==> src/rtl/rns_mod_sub_12.sv <==
// Nibble-serial modular subtractor (a - b) mod MOD with correction pass.
// Optional operand range check enabled by RNS_SUB_RANGE_CHECK_EN.
module rns_mod_sub_12 #(
    parameter int           W   = 12,
    parameter logic [W-1:0] MOD = 12'd4095
) (
    input  logic         clk,
    input  logic         rst,
    input  logic         in_valid,
    output logic         in_ready,
    input  logic [W-1:0] a,
    input  logic [W-1:0] b,
    output logic         out_valid,
    input  logic         out_ready,
    output logic [W-1:0] result,
    output logic         wrapped,
    output logic         err
);

    localparam int N  = W / 4;
    localparam int IW = (N > 1) ? $clog2(N) : 1;

    typedef enum logic [1:0] {
        IDLE,
        SUB,
        CORR,
        DONE
    } state_t;

    state_t         state_q, state_d;
    logic [W-1:0]   a_q, a_d;
    logic [W-1:0]   b_q, b_d;
    logic [W-1:0]   r_q, r_d;
    logic [W-1:0]   result_q, result_d;
    logic [IW-1:0]  idx_q, idx_d;
    logic           bor_q, bor_d;
    logic           wrapped_q, wrapped_d;
    logic           err_q, err_d;

    logic [3:0]     a_nib, b_nib, r_nib, m_nib;
    logic [4:0]     diff, sum;
    logic           last;
    logic           range_bad;

`ifdef RNS_SUB_RANGE_CHECK_EN
    assign range_bad = (a >= MOD) || (b >= MOD);
`else
    assign range_bad = 1'b0;
`endif

    // Select the active nibble of each operand and of the modulus
    always_comb begin
        a_nib = '0;
        b_nib = '0;
        r_nib = '0;
        m_nib = '0;
        for (int i = 0; i < N; i++) begin
            if (idx_q == IW'(i)) begin
                a_nib = a_q[i*4 +: 4];
                b_nib = b_q[i*4 +: 4];
                r_nib = r_q[i*4 +: 4];
                m_nib = MOD[i*4 +: 4];
            end
        end
        diff = {1'b0, a_nib} - {1'b0, b_nib} - {4'd0, bor_q};
        sum  = {1'b0, r_nib} + {1'b0, m_nib} + {4'd0, bor_q};
        last = (idx_q == IW'(N - 1));
    end

    always_comb begin
        state_d   = state_q;
        a_d       = a_q;
        b_d       = b_q;
        r_d       = r_q;
        result_d  = result_q;
        idx_d     = idx_q;
        bor_d     = bor_q;
        wrapped_d = wrapped_q;
        err_d     = err_q;
        unique case (state_q)
            IDLE: begin
                if (in_valid) begin
                    if (range_bad) begin
                        state_d   = DONE;
                        result_d  = '0;
                        wrapped_d = 1'b0;
                        err_d     = 1'b1;
                    end else begin
                        state_d = SUB;
                        a_d     = a;
                        b_d     = b;
                        r_d     = '0;
                        bor_d   = 1'b0;
                        idx_d   = '0;
                    end
                end
            end
            SUB: begin
                for (int i = 0; i < N; i++) begin
                    if (idx_q == IW'(i)) r_d[i*4 +: 4] = diff[3:0];
                end
                bor_d = diff[4];
                idx_d = idx_q + 1'b1;
                if (last) begin
                    idx_d = '0;
                    if (diff[4]) begin
                        state_d = CORR;
                        bor_d   = 1'b0;
                    end else begin
                        state_d   = DONE;
                        result_d  = r_d;
                        wrapped_d = 1'b0;
                    end
                end
            end
            CORR: begin
                for (int i = 0; i < N; i++) begin
                    if (idx_q == IW'(i)) r_d[i*4 +: 4] = sum[3:0];
                end
                bor_d = sum[4];
                idx_d = idx_q + 1'b1;
                // Final carry-out is dropped: the sum wraps modulo 2^W
                if (last) begin
                    idx_d     = '0;
                    state_d   = DONE;
                    result_d  = r_d;
                    wrapped_d = 1'b1;
                end
            end
            DONE: begin
                if (out_ready) begin
                    state_d = IDLE;
                    err_d   = 1'b0;
                end
            end
        endcase
    end

    always_ff @(posedge clk) begin
        if (rst) begin
            state_q   <= IDLE;
            a_q       <= '0;
            b_q       <= '0;
            r_q       <= '0;
            result_q  <= '0;
            idx_q     <= '0;
            bor_q     <= 1'b0;
            wrapped_q <= 1'b0;
            err_q     <= 1'b0;
        end else begin
            state_q   <= state_d;
            a_q       <= a_d;
            b_q       <= b_d;
            r_q       <= r_d;
            result_q  <= result_d;
            idx_q     <= idx_d;
            bor_q     <= bor_d;
            wrapped_q <= wrapped_d;
            err_q     <= err_d;
        end
    end

    assign in_ready  = (state_q == IDLE);
    assign out_valid = (state_q == DONE);
    assign result    = result_q;
    assign wrapped   = wrapped_q;
    assign err       = err_q;

endmodule
==> config.mk <==
export PLATFORM = sky130hd
export DESIGN_NAME = rns_mod_sub_12
export DESIGN_NICKNAME = d
export VERILOG_FILES = /design/src/rtl/rns_mod_sub_12.sv
export SDC_FILE = /design/constraint.sdc
export NUM_CORES = 1
export LEC_CHECK = 0
export ABC_AREA = 1
export CAP_MARGIN = 20
export CORE_ASPECT_RATIO = 0.6
export CORE_UTILIZATION = 40
export DETAILED_ROUTE_END_ITERATION = 8
export PLACE_DENSITY = 0.74
export SYNTH_ARGS = -nofsm -noshare
export SYNTH_HDL_FRONTEND = slang
export SYNTH_SLANG_ARGS = --single-unit
==> constraint.sdc <==
create_clock -name clk -period 3.2 [get_ports clk]
set_input_delay 0.48 -clock clk [delete_from_list [all_inputs] [get_ports clk]]
set_output_delay 0.48 -clock clk [all_outputs]
set_load 0.01 [all_outputs]
==> out/metrics.cfg <==
[layout]
fin_nets=521
drive_above_1_share_pct=10.9
utilization_pct=51.1
areaGrowthSynthToFinish_pct=21.5
multi_input_area_um2=1710
layout_common_cells=nand2_1 (93), o21ai_0 (60), dfxtp_1 (52)
final_common_cell=nand2_1
antenna_cells=0
finish.instance_area_um2=3770
regArea_um2=1080
fill_cells=744

[power]
peakVddDrop_mv=0.464
clockPowerShare_pct=16.6
power_frac_seq_pct=24.3
p_switching_uw=1760
power_leakage_uw=0.00150
p_int_uw=1980
p_per_area_nw_per_um2=990
combPwrFrac_pct=59.0
switching_share_pct=47.1

[placement]
post-place-ws_ns=0.169
io_buffers=42
dpl_cell_area_um2=3600
place_congestion=0.967
dpl.hpwl_um=5990

[synth]
yosys_warnings=0
synth_compound_area_share_pct=22.2
syn_nets=482
synth_top_area_cell=dfxtp_1
synth_adder_area_share_pct=7.42
synthCells=438
synthMuxAreaShare_pct=0
synth-simple-area-share_pct=24.4
synth_cell_types=35
synth_top_area_share_pct=34.8
synth_top_family_by_area=simple AND/OR/NAND/NOR gates
synth-xor-area-share_pct=1.13
avgSynthCellArea_um2=7.09
netlist_area_um2=3100
yosysSeqAreaShare_pct=34.8
ys_ff_latch=54
yosys-top-cells-area=dfxtp_1 (35%), nand2_1 (11%), o21ai_0 (9.7%), nor2_1 (6.0%), a21oi_1 (6.0%)

[routing]
wl_per_cell_um=13.6
drc_errors=0
drt_pass1_iterations=6
drt_wl_total_um=7930
ant_nets=0
vias_per_cell=5.07
initialDrtViolationCount=243
vias=2953

[global_route]
grt_pass1_vias=2804
grt_max_degree=32
grt_usage_pct=21.4
antenna_found_initial=0
grt-ovfl-total=0
grt_pass1_wl_um=13600

[floorplanning]
die_h_um=70.2
die_area_um2=8130
fp-row-count=24
die_x_um=116
io_pins=44
initial_utilization_pct=42.0
core_um2=7390

[setup_path]
crit_chain=inv_2 > nor2_8 > a221oi_1 > fa_1 > inv_1 > fa_1 > nor2_2 > nor2_1 > nor2_1 > xor2_1 > nand2_2 > nand2_1 > nor2_2 > buf_4 > nand2_1 > a21oi_2
crit_buf_inv=3
critPathSlowestCell=fa_1
critPathArrivalTime_ns=3.08
required_ns=3.38
critical_path_class=reg2reg
path_delay_family=simple AND/OR/NAND/NOR gates
cp_slowest_stage_delay_ns=0.42
crit_path_end_kind=flip-flop
critPathMaxFanout=11
startpoint_type=flip-flop

[clock_tree]
cts_buffers=5
cts_tree=built
cts.sinks=54
cts_buffer_depth=2
clkLatencyLatePin_ns=0.30
cts.htree.levels=2
cts_setup_buffers=0
cts.clk_slew.worst_paths_ns=0.07
cts-root-buf=clkbuf_16

[timing]
drv_slew=0
finalWorstPathRequiredPeriod_ns=2.90
worst_slew_pin_slew_ns=0.643
hold_viol_final=0
max_freq_ghz=0.345
period_share_pct=90.7
setup_tns_ns=0
setup_slack_ns=0.299
rsz0062_at_grt=no
maxSlewHeadroom_pct=57.1
finalSetupViolCount=0
fin_worst_skew_ns=0.00492

[run_status]
status=completed

[job]
maxCapViolCount=0

[hold_path]
hp-class=reg2reg

[area by class of cell]
cell class              count  area share (%)
repair buffers             55            13.7
flip-flops and latches     54            28.7
well taps                 104            3.45
clock inverters             3            1.06
clock buffers               5            3.32
multi-input cells         319            45.5
inverters                  42            4.25
[repair_timing]
item / CTS / global route
gates resized for setup: 0 / 2
hold buffers: 0 / 0
hold endpoints to repair: 0 / 0
setup endpoints to repair: 0 / 13
[path summary, 6_finish.rpt]
kind             from         to  slack, ns  cells past startpoint
max          idx_q[1]  result[8]       0.30                     16
min            b_q[5]     b_q[5]       0.46                      2
min reg2reg    b_q[5]     b_q[5]       0.46                      2
max reg2reg  idx_q[1]  result[8]       0.30                     16
[metal layers]
metal / part of all wire (%) / wire, um / up-vias / track usage (%)
met5: 0 / 0 / - / 0
met4: 1.1 / 91 / 0 / 4.99
met3: 6.1 / 483 / 10 / 4.60
met2: 37 / 2950 / 95 / 28.1
met1: 56 / 4410 / 1342 / 34.3
li1: - / - / 1506 / -
[cell families after synthesis]
kind of cell | after synthesis
XOR/XNOR | 4
other | 1
adder cells (fa/ha/maj) | 16
AND/OR/NAND/NOR | 176
AO/OA/AOI/OAI | 122
buffers and inverters | 65
flip-flops | 54
[sequential cells by signal, indices dropped and copies added (netlist names)]
name and cells:
a_q 12, idx_q 2, b_q 12, state_q 2, wrapped 1, result 12, r_q 12, bor_q 1
[cell usage after synthesis, drive strengths merged]
library cell	instances
clkbuf	10
dlygate4sd1	1
or2	3
a21oi	47
o21ai	62
clkinv	1
o22ai	3
nand2	97
buf	12
ha	12
o211ai	3
conb	1
o221ai	3
fa	4
nand3	19
xor2	4
nor2	55
a221oi	3
inv	41
nand3b	1
o221a	1
and2	1
dfxtp	54
[stage by stage]
| stage | hold WS, ns | total power (uW) | std cells |
|---|---|---|---|
| detailed placement | 0.447 | 3060 | 574 |
| global placement | 0.449 | 3060 | 574 |
| global route | 0.482 | 4080 | 582 |
| finish | 0.457 | 3730 | 582 |
| floorplan | 0.424 | 2490 | 438 |
| CTS | 0.457 | 3690 | 582 |
[power groups by stage]
stage,combinational [uW],clock (uW),sequential [uW]
5_1_grt,2500,655,922
3_3_place_gp,2140,0,920
3_5_place_dp,2140,0,919
6_report,2200,621,909
4_1_cts,2160,625,905
2_1_floorplan,1630,0,863
[worst min-delay path: cells and delay by family, from the launching register on]
family | cells | cell delay, ns
DFF | 1 | 0.30
buffers and inverters | 1 | 0.06
AOI/OAI and AO/OA | 1 | 0.06
(Power assumes the default switching activity.)
